File: src/rtl/mole_game_ctrl_if.sv
// Pin-side bundle of the whack-a-mole sequencer: raw start/button inputs,
// LED drive, BCD score digits and game status.
interface mole_game_ctrl_if;
  logic       start;
  logic [8:0] btn;
  logic [8:0] mole;
  logic [3:0] score_ones;
  logic [3:0] score_tens;
  logic       hit;
  logic       game_over;

  modport master (
    output start, btn,
    input  mole, score_ones, score_tens, hit, game_over
  );

  modport slave (
    input  start, btn,
    output mole, score_ones, score_tens, hit, game_over
  );
endinterface

File: src/rtl/mole_game_ctrl.sv
// Whack-a-mole sequencer: lights a pseudo-random hole for a timed window,
// scores matching button edges in BCD and stops after ROUNDS moles.
module mole_game_ctrl #(
  parameter int unsigned MOLE_TICKS = 100000000,
  parameter int unsigned GAP_TICKS  = 25000000,
  parameter int unsigned ROUNDS     = 30,
  parameter logic [7:0]  LFSR_SEED  = 8'hA5
) (
  input logic             cin,
  input logic             rst,
  mole_game_ctrl_if.slave bus
);

  // state | meaning
  // IDLE  | after reset, LEDs dark, waiting for a start edge
  // PICK  | one cycle: choose the next hole and light it
  // SHOW  | mole lit, waiting for its button edge or the timeout
  // GAP   | LEDs dark between moles, decides next mole or game end
  // DONE  | game over, score held until a start edge
  typedef enum logic [2:0] {
    ST_IDLE,
    ST_PICK,
    ST_SHOW,
    ST_GAP,
    ST_DONE
  } state_t;

  localparam logic [31:0] MOLE_LAST = 32'(MOLE_TICKS - 1);
  localparam logic [31:0] GAP_LAST  = 32'(GAP_TICKS - 1);
  localparam logic [7:0]  ROUND_MAX = 8'(ROUNDS);

  state_t      state_q, state_d;
  logic [2:0]  start_sync_q, start_sync_d;
  logic [8:0]  btn_s1_q, btn_s1_d;
  logic [8:0]  btn_s2_q, btn_s2_d;
  logic [8:0]  btn_s3_q, btn_s3_d;
  logic [7:0]  lfsr_q, lfsr_d;
  logic [3:0]  prev_idx_q, prev_idx_d;
  logic [3:0]  cur_idx_q, cur_idx_d;
  logic [31:0] timer_q, timer_d;
  logic [7:0]  round_q, round_d;
  logic [3:0]  ones_q, ones_d;
  logic [3:0]  tens_q, tens_d;
  logic [8:0]  mole_q, mole_d;
  logic        hit_q, hit_d;
  logic        game_over_q, game_over_d;

  logic        start_edge;
  logic [8:0]  btn_edge;
  logic [3:0]  cand;
  logic [3:0]  idx_sel;

  assign start_edge = start_sync_q[1] & ~start_sync_q[2];
  assign btn_edge   = btn_s2_q & ~btn_s3_q;
  assign cand       = 4'(lfsr_q % 8'd9);
  // Bump a repeat of the previous hole to the next one so moles never repeat.
  assign idx_sel    = (cand == prev_idx_q) ? ((cand == 4'd8) ? 4'd0 : cand + 4'd1) : cand;

  always_comb begin
    start_sync_d = {start_sync_q[1:0], bus.start};
    btn_s1_d     = bus.btn;
    btn_s2_d     = btn_s1_q;
    btn_s3_d     = btn_s2_q;
    lfsr_d       = {lfsr_q[6:0], lfsr_q[7] ^ lfsr_q[5] ^ lfsr_q[4] ^ lfsr_q[3]};
  end

  always_comb begin
    state_d     = state_q;
    prev_idx_d  = prev_idx_q;
    cur_idx_d   = cur_idx_q;
    timer_d     = timer_q;
    round_d     = round_q;
    ones_d      = ones_q;
    tens_d      = tens_q;
    mole_d      = mole_q;
    hit_d       = 1'b0;
    game_over_d = game_over_q;

    case (state_q)
      ST_IDLE: begin
        mole_d = '0;
        if (start_edge) begin
          ones_d  = 4'd0;
          tens_d  = 4'd0;
          round_d = 8'd0;
          state_d = ST_PICK;
        end
      end
      ST_PICK: begin
        cur_idx_d  = idx_sel;
        prev_idx_d = idx_sel;
        mole_d     = 9'd1 << idx_sel;
        timer_d    = '0;
        state_d    = ST_SHOW;
      end
      ST_SHOW: begin
        timer_d = timer_q + 32'd1;
        // The hit is tested first so a press landing on the timeout cycle still scores.
        if (btn_edge[cur_idx_q]) begin
          hit_d   = 1'b1;
          mole_d  = '0;
          timer_d = '0;
          round_d = round_q + 8'd1;
          state_d = ST_GAP;
          if (!(ones_q == 4'd9 && tens_q == 4'd9)) begin
            if (ones_q == 4'd9) begin
              ones_d = 4'd0;
              tens_d = tens_q + 4'd1;
            end else begin
              ones_d = ones_q + 4'd1;
            end
          end
        end else if (timer_q == MOLE_LAST) begin
          mole_d  = '0;
          timer_d = '0;
          round_d = round_q + 8'd1;
          state_d = ST_GAP;
        end
      end
      ST_GAP: begin
        mole_d  = '0;
        timer_d = timer_q + 32'd1;
        if (timer_q == GAP_LAST) begin
          if (round_q == ROUND_MAX) begin
            game_over_d = 1'b1;
            state_d     = ST_DONE;
          end else begin
            state_d = ST_PICK;
          end
        end
      end
      ST_DONE: begin
        mole_d      = '0;
        game_over_d = 1'b1;
        if (start_edge) begin
          ones_d      = 4'd0;
          tens_d      = 4'd0;
          round_d     = 8'd0;
          game_over_d = 1'b0;
          state_d     = ST_PICK;
        end
      end
      default: begin
        mole_d  = '0;
        state_d = ST_IDLE;
      end
    endcase
  end

  always_ff @(posedge cin or posedge rst) begin
    if (rst) begin
      state_q      <= ST_IDLE;
      start_sync_q <= '0;
      btn_s1_q     <= '0;
      btn_s2_q     <= '0;
      btn_s3_q     <= '0;
      lfsr_q       <= LFSR_SEED;
      prev_idx_q   <= '0;
      cur_idx_q    <= '0;
      timer_q      <= '0;
      round_q      <= '0;
      ones_q       <= '0;
      tens_q       <= '0;
      mole_q       <= '0;
      hit_q        <= 1'b0;
      game_over_q  <= 1'b0;
    end else begin
      state_q      <= state_d;
      start_sync_q <= start_sync_d;
      btn_s1_q     <= btn_s1_d;
      btn_s2_q     <= btn_s2_d;
      btn_s3_q     <= btn_s3_d;
      lfsr_q       <= lfsr_d;
      prev_idx_q   <= prev_idx_d;
      cur_idx_q    <= cur_idx_d;
      timer_q      <= timer_d;
      round_q      <= round_d;
      ones_q       <= ones_d;
      tens_q       <= tens_d;
      mole_q       <= mole_d;
      hit_q        <= hit_d;
      game_over_q  <= game_over_d;
    end
  end

  assign bus.mole       = mole_q;
  assign bus.score_ones = ones_q;
  assign bus.score_tens = tens_q;
  assign bus.hit        = hit_q;
  assign bus.game_over  = game_over_q;

endmodule
File: src/flat_wrapper.sv
// flat-port wrapper written by rule: the top's interface ports become plain ports
module mole_game_ctrl_flat 
#(
  parameter int unsigned MOLE_TICKS = 100000000,
  parameter int unsigned GAP_TICKS  = 25000000,
  parameter int unsigned ROUNDS     = 30,
  parameter logic [7:0]  LFSR_SEED  = 8'hA5
)
  (cin, rst, bus_start, bus_btn, bus_mole, bus_score_ones, bus_score_tens, bus_hit, bus_game_over);
  mole_game_ctrl_if bus_i ();
  input logic cin;
  input logic rst;
  input wire logic [$bits(bus_i.start)-1:0] bus_start;
  input wire logic [$bits(bus_i.btn)-1:0] bus_btn;
  output wire logic [$bits(bus_i.mole)-1:0] bus_mole;
  output wire logic [$bits(bus_i.score_ones)-1:0] bus_score_ones;
  output wire logic [$bits(bus_i.score_tens)-1:0] bus_score_tens;
  output wire logic [$bits(bus_i.hit)-1:0] bus_hit;
  output wire logic [$bits(bus_i.game_over)-1:0] bus_game_over;
  assign bus_i.start = bus_start;
  assign bus_i.btn = bus_btn;
  assign bus_mole = bus_i.mole;
  assign bus_score_ones = bus_i.score_ones;
  assign bus_score_tens = bus_i.score_tens;
  assign bus_hit = bus_i.hit;
  assign bus_game_over = bus_i.game_over;
  mole_game_ctrl #(.MOLE_TICKS(MOLE_TICKS), .GAP_TICKS(GAP_TICKS), .ROUNDS(ROUNDS), .LFSR_SEED(LFSR_SEED)) u_core (.cin(cin), .rst(rst), .bus(bus_i));
endmodule
File: config.mk
export PLATFORM = sky130hd
export DESIGN_NAME = mole_game_ctrl_flat
export DESIGN_NICKNAME = d
export VERILOG_FILES = /design/src/rtl/mole_game_ctrl_if.sv /design/src/rtl/mole_game_ctrl.sv /design/src/flat_wrapper.sv
export SDC_FILE = /design/constraint.sdc
export NUM_CORES = 1
export LEC_CHECK = 0
export ABC_AREA = 1
export CELL_PAD_IN_SITES_DETAIL_PLACEMENT = 0
export CELL_PAD_IN_SITES_GLOBAL_PLACEMENT = 1
export CORE_MARGIN = 5
export CORE_UTILIZATION = 40
export CTS_CLUSTER_SIZE = 40
export DETAILED_ROUTE_END_ITERATION = 8
export HOLD_SLACK_MARGIN = 0.06
export PLACE_DENSITY = 0.74
export SLEW_MARGIN = 20
export SYNTH_ARGS = -nofsm -noshare
export SYNTH_HDL_FRONTEND = slang
export SYNTH_SLANG_ARGS = --single-unit
File: constraint.sdc
create_clock -name cin -period 4.5 [get_ports cin]
set_input_delay 1.125 -clock cin [delete_from_list [all_inputs] [get_ports cin]]
set_output_delay 1.125 -clock cin [all_outputs]
set_load 0.01 [all_outputs]
# After elaboration in Yosys (flattened, before gate mapping)
# Cells that the tools add are included.
[totals]
reg_bits = 104
out_inout_bits = 19
wordCells = 93
[op_classes]
n_addsub = 5
n_div = 1
n_lt_le_gt_ge = 1
n_eq_ne = 18
n_shift = 1
mux = 35
bitwise_logic = 7
n_reduce_logical = 11
[ops]
columns = ["cell", "n"]
rows = [
  ["32-bit one-hot mux with 3 select lines", 1],
  ["32-bit 2-to-1 mux", 2],
  ["4-bit 2-to-1 mux", 9],
  ["32-bit by 1-bit adder with 32-bit output, second input constant", 1],
  ["32-bit by 25-bit equality test with 1-bit output, second input constant", 1],
  ["32-bit by 27-bit equality test with 1-bit output, second input constant", 1],
  ["8-bit 2-to-1 mux", 3],
  ["9-bit 2-to-1 mux", 2],
  ["9-bit one-hot mux with 2 select lines", 1],
  ["4-bit one-hot mux with 2 select lines", 2],
  ["8-bit one-hot mux with 2 select lines", 1],
  ["3-bit 2-to-1 mux", 5],
  ["4-bit by 1-bit adder with 4-bit output, second input constant", 3],
  ["4-bit equality test, second input constant", 3],
  ["3-bit one-hot mux with 4 select lines", 1],
  ["2-bit by 1-bit != test with 1-bit output, second input constant", 5],
  ["9-bit AND", 1],
  ["9-bit NOT", 1],
  ["3-bit AND reduction", 3],
  ["1-bit by 4-bit left shift with 9-bit output, first input constant", 1],
  ["8-bit by 1-bit adder with 8-bit output, second input constant", 1],
  ["8-bit by 5-bit equality test with 1-bit output, second input constant", 1],
  ["8-bit by 4-bit remainder unit with 8-bit output, second input constant", 1],
  ["3-bit by 2-bit equality test with 1-bit output, second input constant", 2],
  ["other kinds (19)", 27],
]

# Longest topological paths before layout
# Gate-level depths: netlist of the first run.
[logic_depth]
word_depth = 6
ltp_mapped = 41
depth_no_buf = 41

# Worst setup path after synthesis of the first run
# No wires, ideal clock.
[synth_timing]
path_kind = "reg2reg"
start = "register u_core.lfsr_q[7]"
end = "register u_core.mole_q[0] (netlist: u_core.bus.mole[0])"
setup_ns = 0.117
arrival_time_ns = 3.684
t_required_ns = 4.383
slack_ns = 0.699
stages_incl_launch_ff = 38
n_path_buf = 0
path_cell_list = "dfstp_2 -> inv_2 -> nor2_4 -> nand2_4 -> nand3_4 -> nand2_2 -> nand2_2 -> nand2_2 -> nand4_2 -> nand2_4 -> nand2_4 -> nand2_2 -> nand2_2 -> inv_1 -> ha_1 -> inv_1 -> nand4_1 -> nand2_4 -> [... 2 more ...] -> nand2_2 -> ha_1 -> nor2_1 -> nand3_2 -> nand2_4 -> nand2_4 -> nand2_4 -> nand2_4 -> inv_4 -> nand2_2 -> nand2_2 -> nand2_2 -> nor2_4 -> nand2_2 -> nand2_2 -> nand2_4 -> nand3_1 -> nand2_1"
[synth_between]
elab_chain_len = 6
word_cells_on_any_way = 8
classes_between = "1 x add/sub; 1 x div; 2 x eq/ne; 1 x shift; 3 x mux"
[synth_lines]
columns = ["item", "line_no", "rtl"]
rows = [
  ["start: declaration", "mole_game_ctrl.sv:37", "logic [7:0] lfsr_q, lfsr_d;"],
  ["start signal: assignment", "mole_game_ctrl.sv:173", "lfsr_q <= lfsr_d;"],
  ["8-bit by 4-bit remainder unit with 8-bit output *", "mole_game_ctrl.sv:55", "assign cand = 4'(lfsr_q % 8'd9);"],
  ["4-bit by 1-bit adder with 4-bit output / 4-bit equality test (equally long branches)", "mole_game_ctrl.sv:57", "assign idx_sel = (cand == prev_idx_q) ? ((cand == 4'd8) ? 4'd0 : cand + 4'd1) : cand;"],
  ["4-bit 2-to-1 mux", "mole_game_ctrl.sv:57", ""],
  ["4-bit 2-to-1 mux *", "mole_game_ctrl.sv:57", ""],
  ["1-bit by 4-bit left shift with 9-bit output *", "mole_game_ctrl.sv:92", "mole_d = 9'd1 << idx_sel;"],
  ["9-bit one-hot mux with 2 select lines *", "mole_game_ctrl.sv:79", "case (state_q)"],
  ["end signal: assignment", "mole_game_ctrl.sv:180", "mole_q <= mole_d;"],
  ["end: declaration", "mole_game_ctrl.sv:44", "logic [8:0] mole_q, mole_d;"],
]
# Every way passes the cells marked *; elsewhere a longest branch is shown, timed or not.
# A chain may end at the register's enable or synchronous reset.

# Worst setup path in the final report of the first run
[layout_timing]
start = "register u_core.lfsr_q[7]"
end = "register u_core.mole_q[3] (netlist: u_core.bus.mole[3])"
# Same word-level chain as after synthesis.

==> results of run 1 <==
[worst paths after layout]
check | endpoint | slack, ns | cells after the start
min reg2reg | u_core.btn_s2_q[1] | 0.35 | 0
max in group asynchronous | u_core.timer_q[18] | 2.83 | 3
max reg2reg | u_core.bus.mole[3] | 0.31 | 39
min | u_core.btn_s2_q[1] | 0.35 | 0
min in group asynchronous | u_core.btn_s1_q[7] | 1.26 | 3
max | u_core.bus.mole[3] | 0.31 | 39
[metal layers]
metal / global-route usage / vias up
li1: - / 2534
met1: 0.2007 / 2358
met2: 0.2729 / 56
met3: 0.02520 / 23
met4: 0.06957 / 0
met5: 0 / -
[kinds of logic after synthesis]
logic type                 count (synthesis)  synth area share
and+or+nand+nor                          395            0.3364
buffers and inverters                    119           0.07765
DFF                                      104            0.4483
AOI/OAI and AO/OA                         95           0.09744
xor gates and xnor gates                  11           0.01656
adders and majority gates                 11           0.02366
[synth_stat cells (10+ instances only)]
master / instances / share of area
inv_1: 102 / 0.066
nand2_4: 10 / 0.019
nand4_1: 17 / 0.018
ha_1: 11 / 0.024
nor2_1: 50 / 0.032
a21oi_1: 13 / 0.011
dfrtp_1: 100 / 0.43
nand2_2: 23 / 0.025
o21ai_0: 37 / 0.032
nand3_1: 64 / 0.055
nand2_1: 174 / 0.11
nor3_1: 18 / 0.015
o22ai_1: 24 / 0.026
nor4_1: 14 / 0.015
[power by group through the flow]
stage                     combinational [mW]  sequential [mW]  clock, mW
after floorplan                        0.610             1.16          0
after global placement                 0.931             1.16          0
after detailed placement               0.943             1.17          0
after CTS                              0.946             1.15      0.789
after global routing                    1.08             1.16      0.823
final                                  0.955             1.15      0.758
[timing repair]
| item | in CTS | in global routing |
|---|---|---|
| resized for setup | 0 | 28 |
| setup buffers | 0 | 14 |
| endpoints found under the setup margin | 0 | 13 |
| hold buffers | 0 | 0 |
[sequential cells by signal, summed over array words and instances, names as in the netlist]
register               flops
u_core.bus.score_ones      4
u_core.start_sync_q        3
u_core.lfsr_q              8
u_core.round_q             8
u_core.btn_s3_q            9
u_core.bus.hit             1
u_core.bus.mole            9
u_core.btn_s2_q            9
u_core.btn_s1_q            9
u_core.state_q             3
u_core.bus.score_tens      4
u_core.timer_q            32
u_core.prev_idx_q          4
u_core.bus.game_over       1
[stage by stage]
step	cell area (sq um)	utilization	setup TNS (ns)
after floorplan	5817	-	0
after global placement	6366	0.4414	0
after detailed placement	6366	0.4414	0
after CTS	6654	0.4613	0
after global routing	6895	0.4781	-0.9000
final	6895	0.4781	0
[cell type report]
type                            count  area share
Tap cell                          184     0.03339
Sequential cell                   104      0.3782
Clock inverter                      5    0.006532
Multi-Input combinational cell    513      0.4197
Timing Repair Buffer               48     0.06496
Inverter                          112     0.06206
Clock buffer                       11     0.03520
==> results.txt, run 1 <==
- Wire length per cell: 13.30 um
* Count of distinct cell types in the synthesized netlist: 43
- P per Cell Area: 414.8 nW/um^2
- Minimum setup slack in the final design: 0.3075 ns
* Final standard cell count with taps included and fillers excluded: 977
- The count of buffers added on input and output ports is 30.
- Final hold vios: 0
- Top layer in use: met4
- Period utilisation layout: 0.9317
- For this run, the total global-route usage over all layers was measured as 0.1598.
* Largest voltage drop on the vdd net: 0.2488 mV
* Category of cells accounting for the largest share of critical-path delay: simple AND/OR/NAND/NOR gates
* Worst reg2reg startpoint: u_core.lfsr_q[7]
- Of the total power, combinational logic draws 0.334.
- Of all nets on the critical path, the largest fanout is 8.
* Antenna Diode Count: 0
- Most used flip-flop cell after synthesis: dfrtp_1
* Clock sink total: 104
- For this run, the post-layout net count is 811.
- At the worst endpoint, the required time is 4.75 ns.
- The number of slew-limit violations in the final report is 0.
* Final HPWL DP: 9226 um
* Wire length of the first global-routing pass: 22090 um
- Relative to the synthesized area, the layout overhead comes to 18.54%.
- After filler insertion, the fill cell instance count of the layout stands at 1418.
- Summing over every cut layer, the via total after detailed routing is 4971.
* Crit end category: flip-flop
- Post-layout minimum cycle time: 4.192 ns
- Post-layout total power: 2.860 mW
- Most frequent cells in the layout: 167 x nand2_1, 100 x inv_1, 100 x dfrtp_1
* Die Footprint: 17050 sq um
- The detailed router finished its first iteration with 284 violations.
* Hold_ws: 0.3506 ns
* Slew margin rel.: 0.5879
- Initial cell density of the core: 0.4033
- Most frequent standard cell in the layout excluding fill and tap cells: nand2_1
- Switching power of the nets: 1.070 mW
* Share of layout cells above drive strength 1: 0.1501
- FF+latch area: 2608 sq um
* Buffer type at the clock tree root: clkbuf_16
- The number of clock buffers added by TritonCTS is 9.
* Setup Skew: 0.009328 ns
* Slew of the pin with the lowest slew margin: 0.6102 ns
- Clock slew at the register clock pins of the worst setup and hold paths: 0.07 ns
- Source-to-sink clock delay at the later pin of the worst-skew pair: 0.35 ns
* CORE AREA: 14420 sq um
- The multi-input combinational cells in the finished layout cover a total of 2894 sq um.
* Clock share of power: 0.265
- STA classifies the critical path startpoint as a flip-flop.
- #FFs+latches synth: 104
- After global routing the overflow that remains totals 0.
- Met3 Wirelength: 329 um
- Number of global-route vias before repair: 4747
* Global placer's final weighted congestion: 0.8463
- The critical path in this run is classified as flip-flop to flip-flop.
- Most common cell on crit path: nand2_4
- During I/O placement, the number of pins put on the boundary was 31.
* # rows: 44
* Total iterations of the first detailed-routing run: 4
- Setup Viol. Count Final: 0
- Status: completed
- Of the total power, the share spent switching nets is 0.3742.
* Data arrival time of the critical path: 4.44 ns
* Number of antenna violations at the first check in global routing: 0
- The largest single stage delay on the critical path is 0.56 ns.
- The slowest stage of the critical path belongs to the cell dfstp_2.
* Crit path launch: u_core.lfsr_q[7]
- The tool flagged a number of max-cap violations equal to 0.
* DRT met1 WL: 5837 um
- The share of total power dissipated in sequential elements is 0.401.
- Combined area of all synthesized cells: 5817 sq um
- Pin count of the biggest net entering global routing: 105
* Synthesis Warnings: 0
- Avg Synthesized Cell Area: 7.914 sq um
- Once detail routing completed, the nets flagged for antenna violations numbered 0.
* Maximum buffer depth of the clock tree: 2
- Leakage power: 3.175 nW
- The H-tree was split into 3 levels.
- DRC Markers: 0
- Synthesis produced a netlist whose cell count is 735.
* Maximum clock rate: 238.5 MHz
- Placed Cells incl. Taps: 946
* Portion of the post-synthesis area used by sequential elements: 0.4483
- Internal power comes to 1.790 mW.
* Routed wire length: 12990 um
- Placement Setup Slack: 0.2699 ns
- Via density per instance: 5.088
* Clock tree from TritonCTS: yes
- The die is 130.6 um wide.
- The number of buffers and inverters on the critical path is 8.
* WL met2: 6486 um
* Worst min-delay path category: flip-flop to flip-flop
- Total nets after synthesis: 758
* Share of synthesized flip-flops with an asynchronous set or reset: 1.000
- From bottom edge to top edge, the die measures 130.6 um.
- Counting flops with a built-in enable in the synthesized netlist gives 0.
* Hold Crit Start: u_core.btn_s1_q[1]
Power figures use the tool's default switching activity.
==> run 2, diff against run 1 <==
--- a/config.mk
+++ b/config.mk
@@ -10,6 +10,7 @@
 export CELL_PAD_IN_SITES_GLOBAL_PLACEMENT = 1
 export CORE_MARGIN = 5
 export CORE_UTILIZATION = 40
+export CTS_BUF_LIST = sky130_fd_sc_hd__clkbuf_8
 export CTS_CLUSTER_SIZE = 40
 export DETAILED_ROUTE_END_ITERATION = 8
 export HOLD_SLACK_MARGIN = 0.06
==> results.txt, run 2 (synthesized netlist as in run 1, its figures left out) <==
- The flow ran to the end, and the final reports show no timing, DRC or antenna violations.
- Crit path launch: u_core.lfsr_q[7]
- Final hold vios: 0 (unchanged)
- RSZ-0062 raised after global routing: yes
* Data arrival time of the critical path: 4.48 ns (+0.04 ns)
- The total via count after detailed routing was 4976 (+0.10%).
- The number of buffers inserted for hold repair after clock tree synthesis was 0 (unchanged).
* Wire length of the first global-routing pass: 21980 um (-0.53%)
- From synthesis to final layout, the design area changed by 16.80%.
- The overall die height was 130.6 um (unchanged).
* Max FO, Critical Path: 8 (unchanged)
- The standby leakage power is 3.133 nW (-1.3%).
- The tightest min-delay check is of the flip-flop to flip-flop type.
- Crit end category: flip-flop
- Maximum buffer depth of the clock tree: 2 (unchanged)
* Most frequent standard cell in the layout excluding fill and tap cells: nand2_1
* Chip Width: 130.6 um (unchanged)
* Flip-flop count of the largest register after layout: 32 (unchanged)
- Most frequent cells in the layout: 167 x nand2_1, 101 x inv_1, 100 x dfrtp_1
* Number of violations reported at the end of detailed-routing iteration 0: 255 (-10%)
- Minimum setup slack in the final design: 0.3063 ns (-0.001267 ns)
- The transition time at the pin with the least slew margin came to 0.6420 ns (+0.03179 ns).
- The number of port buffers is 30 (unchanged).
- Initial cell density of the core: 0.4033 (unchanged)
- In this run the most critical hold path is launched from u_core.btn_s1_q[8].
- Slowest-stage cell, CP: dfstp_2
- The mean number of vias per cell is 5.093 (+0.10%).
* Max-cap violations: 0 (unchanged)
* Clock slew at the register clock pins of the worst setup and hold paths: 0.10 ns (+0.03 ns)
* Comb pwr share: 0.359 (+0.025)
* Clock tree from TritonCTS: yes
* Top-level port count: 31 (unchanged)
- Placement Setup Slack: 0.2699 ns (unchanged)
- Worst reg2reg setup slack: 0.31 ns (about the same)
- Power Internal: 1.613 mW (-9.9%)
* Reg with most FFs: u_core.timer_q
- The number of setup violations in the final report came to 0 (unchanged).
* Final standard cell count with taps included and fillers excluded: 977 (unchanged)
* Detail Route Antenna Nets: 0 (unchanged)
* Routed wire length: 12950 um (-0.31%)
- Placed standard-cell area: 6366 sq um (unchanged)
- The diode insertion count for antenna repair is 0 (unchanged).
* Slew margin rel.: 0.5716 (-0.01634)
* Wire length per cell: 13.26 um (-0.31%)
* Largest voltage drop on the vdd net: 0.2900 mV (+17%)
- CTS placed an instance of clkbuf_8 at the clock tree root.
- The maximum clock frequency is 238.5 MHz (about the same).
- The source-to-sink clock delay at the later pin of the worst-skew pair is 0.39 ns (+0.04 ns).
- DRC Markers: 0 (unchanged)
* Clock share of power: 0.210 (-0.055)
- In this run the critical register-to-register path is launched from u_core.lfsr_q[7].
* # rows: 44 (unchanged)
- Number of global-route vias before repair: 4765 (+0.38%)
- The full die area was 17050 sq um (unchanged).
- Share of layout cells above drive strength 1: 0.1501 (unchanged)
* CORE AREA: 14420 sq um (unchanged)
- Register share of total power: 0.431 (+0.030)
- Post-route setup TNS: 0 ns (unchanged)
* Largest stage delay on the critical path: 0.57 ns (about the same)
- Net switching share of the total power: 0.3940 (+0.01981)
- Number of antenna violations at the first check in global routing: 0 (unchanged)
* Critical path required time: 4.78 ns (+0.03 ns)
* Clock sink total: 104 (unchanged)
* Pin count of the biggest net entering global routing: 105 (unchanged)
* Classification of the worst setup path: flip-flop to flip-flop
- The number of buffers added by the clock tree synthesis step came to 9 (unchanged).
* Total iterations of the first detailed-routing run: 4 (unchanged)
* Most common cell on crit path: nand2_4
- The aggregate global-route resource usage was 0.1579 (-0.001876).
- Final max-slew violation count: 0 (unchanged)
- P per Cell Area: 391.8 nW/um^2 (-5.6%)
* Global placer's final weighted congestion: 0.8463 (unchanged)
- Final HPWL DP: 9226 um (unchanged)
* Switching power of the nets: 1.049 mW (-2.0%)
- The clock tree skew after final layout came to 0.01443 ns (+0.005100 ns).
- Final design instance area without fill: 6794 sq um (-1.5%)
- Nets: 811 (unchanged)
- The post-placement cell count is 946 (unchanged).
- Deepest level of the CTS H-tree: 3 (unchanged)
* Period utilisation layout: 0.9319 (about the same)
- Post-layout minimum cycle time: 4.194 ns (+0.001267 ns)
- The total grt overflow is 0 (unchanged).
* Critical Path Start Type: flip-flop
[run 2: cell count changes in the layout (fill, tap and decap cells not counted), sizes merged]
cell,before,now
inv,115,116
clkbuf,11,10
[run 2: cell type report]
class                           count  area [sq um]
Timing Repair Buffer               48         447.9
Clock buffer                       10         137.6
Multi-Input combinational cell    513          2894
Fill cell                        1424          7630
Tap cell                          184         230.2
Clock inverter                      6         48.80
Inverter                          112         427.9
Sequential cell                   104          2608
[run 2: stage by stage]
| step | utilization | hold WS, ns | power [mW] |
|---|---|---|---|
| 2_1_floorplan | - | 0.3312 | 1.769 |
| 3_3_place_gp | 0.4414 | 0.3343 | 2.092 |
| 3_5_place_dp | 0.4414 | 0.3365 | 2.110 |
| 4_1_cts | 0.4543 | 0.3620 | 2.684 |
| 5_1_grt | 0.4710 | 0.3788 | 2.859 |
| 6_report | 0.4710 | 0.3587 | 2.662 |
[run 2: worst max-delay path, delay by kind of cell, from the launching register on]
kind | cells | cell delay [ns]
buf+inv | 7 | 0.40
simple gates | 30 | 2.80
flops | 1 | 0.57
fa+ha+maj | 2 | 0.30
[run 2: repair_timing]
action                                  4_1_cts  5_1_grt
endpoints found under the setup margin        0       13
gates resized for setup                       0       28
setup buffers                                 0       14
[run 2: power groups by stage]
stage / clock network, mW / registers, mW / logic [mW]
after floorplan: 0 / 1.16 / 0.610
after global placement: 0 / 1.16 / 0.931
after detailed placement: 0 / 1.17 / 0.943
after CTS: 0.590 / 1.15 / 0.946
after global routing: 0.622 / 1.16 / 1.07
final: 0.560 / 1.15 / 0.955
[run 2: worst paths after layout]
check,to,depth (start not counted)
hold reg to reg,u_core.btn_s2_q[8],0
setup reg to reg,u_core.bus.mole[3],39
hold / removal,u_core.btn_s2_q[8],0
min in group asynchronous,u_core.lfsr_q[4],3
setup / recovery,u_core.bus.mole[3],39
max in group asynchronous,u_core.timer_q[8],3
[run 2: metal layers]
layer | vias to the layer above | part of all wire | GRT usage
met2 | 41 | 0.50 | 0.2714
met5 | - | 0 | 0
li1 | 2533 | - | -
met1 | 2381 | 0.46 | 0.1997
met3 | 21 | 0.019 | 0.02276
met4 | 0 | 0.023 | 0.06534
